**config.mk**
```make
export PLATFORM = sky130hd
export DESIGN_NAME = divisor_secuencial
export DESIGN_NICKNAME = d
export VERILOG_FILES = /design/src/rtl/divisor_secuencial_pkg.sv /design/src/rtl/divisor_secuencial_etapa_resta.sv /design/src/rtl/divisor_secuencial.sv
export SDC_FILE = /design/constraint.sdc
export NUM_CORES = 1
export LEC_CHECK = 0
export CAP_MARGIN = 30
export CELL_PAD_IN_SITES_DETAIL_PLACEMENT = 1
export CELL_PAD_IN_SITES_GLOBAL_PLACEMENT = 1
export CORE_UTILIZATION = 30
export DETAILED_ROUTE_END_ITERATION = 7
export PLACE_DENSITY = 0.59
export SYNTH_ARGS = -nofsm -noshare
export SYNTH_HDL_FRONTEND = slang
export SYNTH_SLANG_ARGS = --single-unit
```
**constraint.sdc**
```tcl
create_clock -name Clk -period 2.7 [get_ports Clk]
set_input_delay 0.54 -clock Clk [delete_from_list [all_inputs] [get_ports Clk]]
set_output_delay 0.54 -clock Clk [all_outputs]
set_load 0.03 [all_outputs]
```
**src/rtl/divisor_secuencial_pkg.sv**
```systemverilog
`default_nettype none
// =============================================================================
// divisor_secuencial_pkg : shared state encoding and sizing for the divider
// Rev 1.0
// =============================================================================
package divisor_secuencial_pkg;

  typedef enum logic [1:0] {
    S_IDLE = 2'd0,
    S_CALC = 2'd1,
    S_FIN  = 2'd2
  } state_t;

  // Counter must be able to hold the value N itself.
  function automatic int cnt_width(input int n);
    return $clog2(n + 1);
  endfunction

endpackage
`default_nettype wire

```
**src/rtl/divisor_secuencial_etapa_resta.sv**
```systemverilog
`default_nettype none
// =============================================================================
// etapa_resta : one restoring-division step (trial subtract and restore)
// Rev 1.0
// =============================================================================
module etapa_resta #(
  parameter int N = 4
) (
  input  logic [N:0]   r_shifted,
  input  logic [N-1:0] d,
  output logic [N-1:0] r_next,
  output logic         q_bit
);

  logic [N:0] trial;

  assign trial = r_shifted - {1'b0, d};
  assign q_bit = ~trial[N];
  // Either branch is below D, so the restored remainder always fits in N bits.
  assign r_next = q_bit ? trial[N-1:0] : r_shifted[N-1:0];

endmodule
`default_nettype wire

```
**src/rtl/divisor_secuencial.sv**
```systemverilog
`default_nettype none
// =============================================================================
// divisor_secuencial : unsigned restoring divider, one quotient bit per clock
// Rev 1.0
// =============================================================================
module divisor_secuencial
  import divisor_secuencial_pkg::*;
#(
  parameter int N = 4
) (
  input  logic         Clk,
  input  logic         Rst,
  input  logic         Init,
  input  logic [N-1:0] Dividendo,
  input  logic [N-1:0] Divisor,
  output logic [N-1:0] Cociente,
  output logic [N-1:0] Residuo,
  output logic         Done,
  output logic         DivCero
);

  localparam int CW = cnt_width(N);

  state_t       state;
  logic [N-1:0] q;
  logic [N-1:0] d;
  logic [N-1:0] r;
  logic [CW-1:0] cnt;

  logic [N:0]   r_shifted;
  logic [N-1:0] r_next;
  logic         q_bit;

  assign r_shifted = {r, q[N-1]};

  etapa_resta #(.N(N)) u_etapa_resta (
    .r_shifted (r_shifted),
    .d         (d),
    .r_next    (r_next),
    .q_bit     (q_bit)
  );

  always_ff @(posedge Clk) begin
    if (Rst) begin
      state    <= S_IDLE;
      q        <= '0;
      d        <= '0;
      r        <= '0;
      cnt      <= '0;
      Cociente <= '0;
      Residuo  <= '0;
      Done     <= 1'b0;
      DivCero  <= 1'b0;
    end else begin
      case (state)
        S_IDLE: begin
          if (Init) begin
            d   <= Divisor;
            cnt <= CW'(N);
            if (Divisor == '0) begin
              // Preload the divide-by-zero result so FIN publishes it unchanged.
              q       <= '1;
              r       <= Dividendo;
              DivCero <= 1'b1;
              state   <= S_FIN;
            end else begin
              q       <= Dividendo;
              r       <= '0;
              DivCero <= 1'b0;
              state   <= S_CALC;
            end
          end
        end

        S_CALC: begin
          r   <= r_next;
          q   <= {q[N-2:0], q_bit};
          cnt <= cnt - 1'b1;
          if (cnt == CW'(1)) begin
            state <= S_FIN;
          end
        end

        S_FIN: begin
          // First FIN cycle publishes the result; leave only once it was seen.
          if (!Done) begin
            Done     <= 1'b1;
            Cociente <= q;
            Residuo  <= r;
          end else if (!Init) begin
            Done  <= 1'b0;
            state <= S_IDLE;
          end
        end

        default: state <= S_IDLE;
      endcase
    end
  end

endmodule
`default_nettype wire

```
; ---- Word level (Yosys, flattened, before mapping)
; Index checks and enable logic that the tools add are counted.
[totals]
regBits = 27
input_bits = 11
output_inout_bits = 10
wordCells = 45
[op_classes]
n_addsub = 2
eq_ne = 7
muxes = 18
bitwise_logic = 2
reduce_logical = 7
[op_table]
columns = op, n
row1 = 4-bit two-way mux, 5
row2 = 4-bit one-hot mux with 2 select lines, 2
row3 = 2-bit two-way mux, 5
row4 = 2-bit inequality test (second input constant), 4
row5 = 2-bit one-hot mux with 3 select lines, 1
row6 = 3-bit one-hot mux with 2 select lines, 1
row7 = 2-bit AND reduction, 3
row8 = 5-bit by 4-bit subtractor with 5-bit output, 1
row9 = 4-bit logical NOT, 1
row10 = 4-bit AND reduction, 1
row11 = 3-bit by 1-bit == test with 1-bit output (second input constant), 1
row12 = 1-bit two-way mux, 3
row13 = 3-bit two-way mux, 1
row14 = 3-bit by 1-bit subtractor with 3-bit output (second input constant), 1
row15 = 2-bit by 1-bit == test with 1-bit output (second input constant), 1
row16 = 2-bit == test (second input constant), 1
row17 = 2-bit logical NOT, 1
row18 = 1-bit inverter, 2
row19 = 2-bit nonzero test, 1

; ---- Depth between registers and ports, before layout
[depth]
ltp_word = 4
ltp_mapped = 9
depth_no_buf = 8

; ---- By module
; A second synthesis with hierarchy kept.
[unflattened]
hier_cells = 149
hier_area_um2 = 1417.6
[modules_own_cells]
columns = module, n_inst, cells_each, area_per_inst_um2, seq_area_each_um2
row1 = divisor_secuencial, 1, 125, 1213.7, 540.5
row2 = etapa_resta, 1, 24, 203.9, 0.0

; ---- Worst setup path before layout
; Ideal clock, no wire load.
[synth_path]
path_type = flip-flop to flip-flop
startpoint = register q[3]
endpoint = register r[0]
setup_ps = 122
t_arrival_ps = 1983
required_ps = 2578
setup_slack_ps = 596
stages_incl_launch_ff = 10
n_path_buf = 1
synth_period_minus_slack_ps = 2104
path_cell_list = dfxtp_1 inv_1 ha_1 inv_1 fa_1 and3_4 or3_1 buf_2 and2_4 o311a_1
[synth_via]
elab_chain_len = 3
[synth_lines]
columns = element, line
row1 = start: declaration, divisor_secuencial.sv:25  ; logic [N-1:0] q;
row2 = start signal: assignment, divisor_secuencial.sv:67  ; q <= Dividendo;
row3 = start signal: assignment, divisor_secuencial.sv:77  ; q <= {q[N-2:0], q_bit};
row4 = 5-bit by 4-bit subtractor with 5-bit output, divisor_secuencial_etapa_resta.sv:17  ; assign trial = r_shifted - {1'b0, d};
row5 = 4-bit two-way mux (*), divisor_secuencial_etapa_resta.sv:20  ; assign r_next = q_bit ? trial[N-1:0] : r_shifted[N-1:0];
row6 = 4-bit one-hot mux with 2 select lines (*), divisor_secuencial.sv:55  ; case (state)
row7 = end signal: assignment, divisor_secuencial.sv:63  ; r <= Dividendo;
row8 = end signal: assignment, divisor_secuencial.sv:76  ; r <= r_next;
row9 = end: declaration, divisor_secuencial.sv:27  ; logic [N-1:0] r;
; Every way passes the cells marked *; elsewhere a longest branch is shown, timed or not.
; A chain may end at the register's enable or synchronous reset.

; ---- Final worst setup path
; Ends and elaborated chain as after synthesis.

==> out/results.ini <==
[run_status]
run_status = completed

[die]
core_area_sq_um = 4140
rows = 23
die_x_um = 68.9
initial_core_util = 0.324
die_area_sq_um = 4740
die_height_um = 68.9
io_pins = 21

[logic_synthesis]
asyncSetResetFlopFracSynth = 0
synth_warnings = 0
syn_avg_cell_area_sq_um = 8.38
synth_common_cells = sky130_fd_sc_hd__dfxtp_1 (27), sky130_fd_sc_hd__a21oi_1 (18), sky130_fd_sc_hd__nand2_1 (18), sky130_fd_sc_hd__nor2_1 (14), sky130_fd_sc_hd__inv_1 (9)
synth_fp_nets = 178
synth_enable_flop_cells = 0
synth-seq-cells = 27
ys.flop_type = sky130_fd_sc_hd__dfxtp_1
yosysMostFrequentCell = sky130_fd_sc_hd__dfxtp_1
yosysTopAreaCellShare = 0.403
synth-seq-area-share = 0.403
synth_cell_types = 38
synthesis.area_sq_um = 1340
yosys.area.top_type = sky130_fd_sc_hd__dfxtp_1
synth_cells = 160
post_synth_main_area_contributors = sky130_fd_sc_hd__dfxtp_1 (40%), sky130_fd_sc_hd__a21oi_1 (6.7%), sky130_fd_sc_hd__mux2i_1 (6.0%)

[placement]
hpwlAfterDp_um = 2570
detailedPlace.worstSlack_ps = 485
buffer_ports.inserted = 20
place.gp.congestion = 0.786

[cells_and_area]
layout-area-overhead-vs-synth_pct = 21.8
drive_gt1_frac = 0.0621
layout.nets = 196
antennaDiodeCount = 0

[setup_path]
critPathRequiredTime_ps = 2870
reg2reg_setup_slack_ps = 490
critical_path.endpoint_type = register
timing.critical_path.arrival_ps = 2380
path_max_fanout = 6
worstReg2RegStart = q[3]
worst-r2r-cell-count = 8
worstSetupStartpointType = register
rr_endpoint = r[0]
critical_path_class = reg2reg

[power]
vdd.ir_drop.worst_v = 0.000252
power.static_leakage_nw = 0.591
power.density_cell_area_nw_per_um2 = 575

[sta]
worstMarginPinSlew_ps = 498
slew_violations = 0
worst_clock_skew_ps = 2.24
worst_slew_margin_relative_to_its_limit = 0.668
setup_tns_ps = 0
setup_viol = 0
min_period_over_period = 0.819
max_clock_freq_ghz = 0.452
final.min_clock_period_ps = 2210
rsz_0062_raised_after_global_routing = no
number_of_hold_violations_in_the_final_report = 0
post-route-worst-setup-slack_ps = 488

[min_path]
worst_min_delay_path_class = reg2reg
min_delay_worst_endpoint = d[3]
whs_path_cells = 2
min_from = d[3]

[clocking]
post_cts_resize_count = 0
worstSkewPairLatency_ps = 270
cts.repair_timing.setup_buffer_count = 0
tritoncts_clock_tree = built
clock_sink_total = 27
cts-root-to-sink-buffers = 2
number_of_hold_buffers_added_after_cts = 0
worst_setup_hold_path_clk_slew_ps = 90
cts_root_buf = sky130_fd_sc_hd__clkbuf_8
max_h_tree_level = 1
cts_inserted_buffers = 3

[grt]
grt_max_degree = 15
grt_remaining_overflow = 0
wire_length_of_the_first_global_routing_pass_um = 6060
antenna_found_initial = 0
groute.usage.overall = 0.173
first_global_vias = 1247

[drt]
drt_drc_violations_left = 0
wl_per_cell_um = 15.2
antenna_violating_nets_post_route = 0
drt-initial-drc-count = 43
route.final.wire_length_um = 3450
drt-pass1-iter-count = 4
avgViaCountPerCell = 5.13
via_count = 1164

[run]
cap_violations = 0

==> worst max-delay path, stage by stage, from the launching register on <==
cell	delay [ps]
sky130_fd_sc_hd__dfxtp_1	350
sky130_fd_sc_hd__inv_1	70
sky130_fd_sc_hd__ha_1	150
sky130_fd_sc_hd__inv_1	50
sky130_fd_sc_hd__fa_1	390
sky130_fd_sc_hd__and3_4	170
sky130_fd_sc_hd__or3_1	430
sky130_fd_sc_hd__and2_4	210
sky130_fd_sc_hd__o311a_1	280
==> cell type report <==
type,count,area [sq um]
Clock buffer,4,45.0
Tap cell,50,62.6
Fill cell,508,2510
Sequential cell,27,541
Inverter,9,33.8
Timing Repair Buffer,25,238
Multi-Input combinational cell,112,714
==> state kept, by name, indices dropped and copies added, names as in the netlist <==
signal	flops
Done	1
DivCero	1
r	4
state	2
q	4
cnt	3
Cociente	4
Residuo	4
d	4
==> layout by cell type (no fill, tap or decap), types with 2 or more instances in the layout <==
| cell type | netlist | final |
|---|---|---|
| sky130_fd_sc_hd__a21o_1 | 2 | 2 |
| sky130_fd_sc_hd__clkdlybuf4s50_1 | 0 | 20 |
| sky130_fd_sc_hd__nor2_1 | 14 | 14 |
| sky130_fd_sc_hd__o311a_1 | 3 | 3 |
| sky130_fd_sc_hd__nand3_1 | 5 | 5 |
| sky130_fd_sc_hd__a21oi_1 | 18 | 18 |
| sky130_fd_sc_hd__a211oi_1 | 2 | 2 |
| sky130_fd_sc_hd__dfxtp_1 | 27 | 27 |
| sky130_fd_sc_hd__mux2i_1 | 8 | 8 |
| sky130_fd_sc_hd__o21ai_0 | 4 | 4 |
| sky130_fd_sc_hd__nor3_1 | 4 | 4 |
| sky130_fd_sc_hd__clkbuf_8 | 0 | 3 |
| sky130_fd_sc_hd__inv_1 | 9 | 9 |
| sky130_fd_sc_hd__buf_4 | 0 | 5 |
| sky130_fd_sc_hd__nand4_1 | 2 | 2 |
| sky130_fd_sc_hd__nand2_1 | 18 | 18 |
| sky130_fd_sc_hd__ha_1 | 6 | 6 |
| sky130_fd_sc_hd__a31oi_1 | 5 | 5 |
| sky130_fd_sc_hd__nand2b_1 | 2 | 2 |
==> through the flow <==
stage	hold slack [ps]	std cells	cell area, sq um	total power (W)	utilization
after floorplan	436	160	1340	0.000644	-
after global placement	440	223	1590	0.000706	0.383
after detailed placement	461	223	1590	0.000713	0.383
after CTS	476	227	1630	0.000953	0.394
after global routing	486	227	1630	0.00100	0.394
final	467	227	1630	0.000940	0.394
==> worst max path at each step <==
stage | from | endpoint | cells past startpoint
after global placement | Init | r[2] | 5
after detailed placement | Init | r[2] | 5
after global routing | q[3] | r[0] | 8
after CTS | q[3] | r[3] | 8
final | q[3] | r[0] | 8
after floorplan | q[3] | r[0] | 9
==> power breakdown <==
part	leakage [nW]	internal [W]	switching (W)
logic	0.348	0.000112	0.000132
clock network	0.0228	0.000106	0.000129
registers	0.221	0.000428	0.0000333
total	0.591	0.000646	0.000294
==> cells by family (layout without fill, tap and decap cells) <==
family	count (synthesis)	count (layout)	synth area share
AOI/OAI and AO/OA	38	38	0.173
and+or+nand+nor	57	57	0.216
buffers and inverters	21	38	0.0644
muxes	8	8	0.0597
DFF	27	27	0.403
adders and majority gates	7	7	0.0709
xor gates and xnor gates	2	2	0.0131
==> layer usage <==
layer / global-route usage / vias to the layer above / part of all wire
met5: 0 / - / 0
met4: 0.0689 / 0 / 0.013
met3: 0.0263 / 4 / 0.041
met2: 0.283 / 21 / 0.45
met1: 0.225 / 549 / 0.49
li1: - / 590 / -
Note: power is estimated with default switching activity, not from simulation.
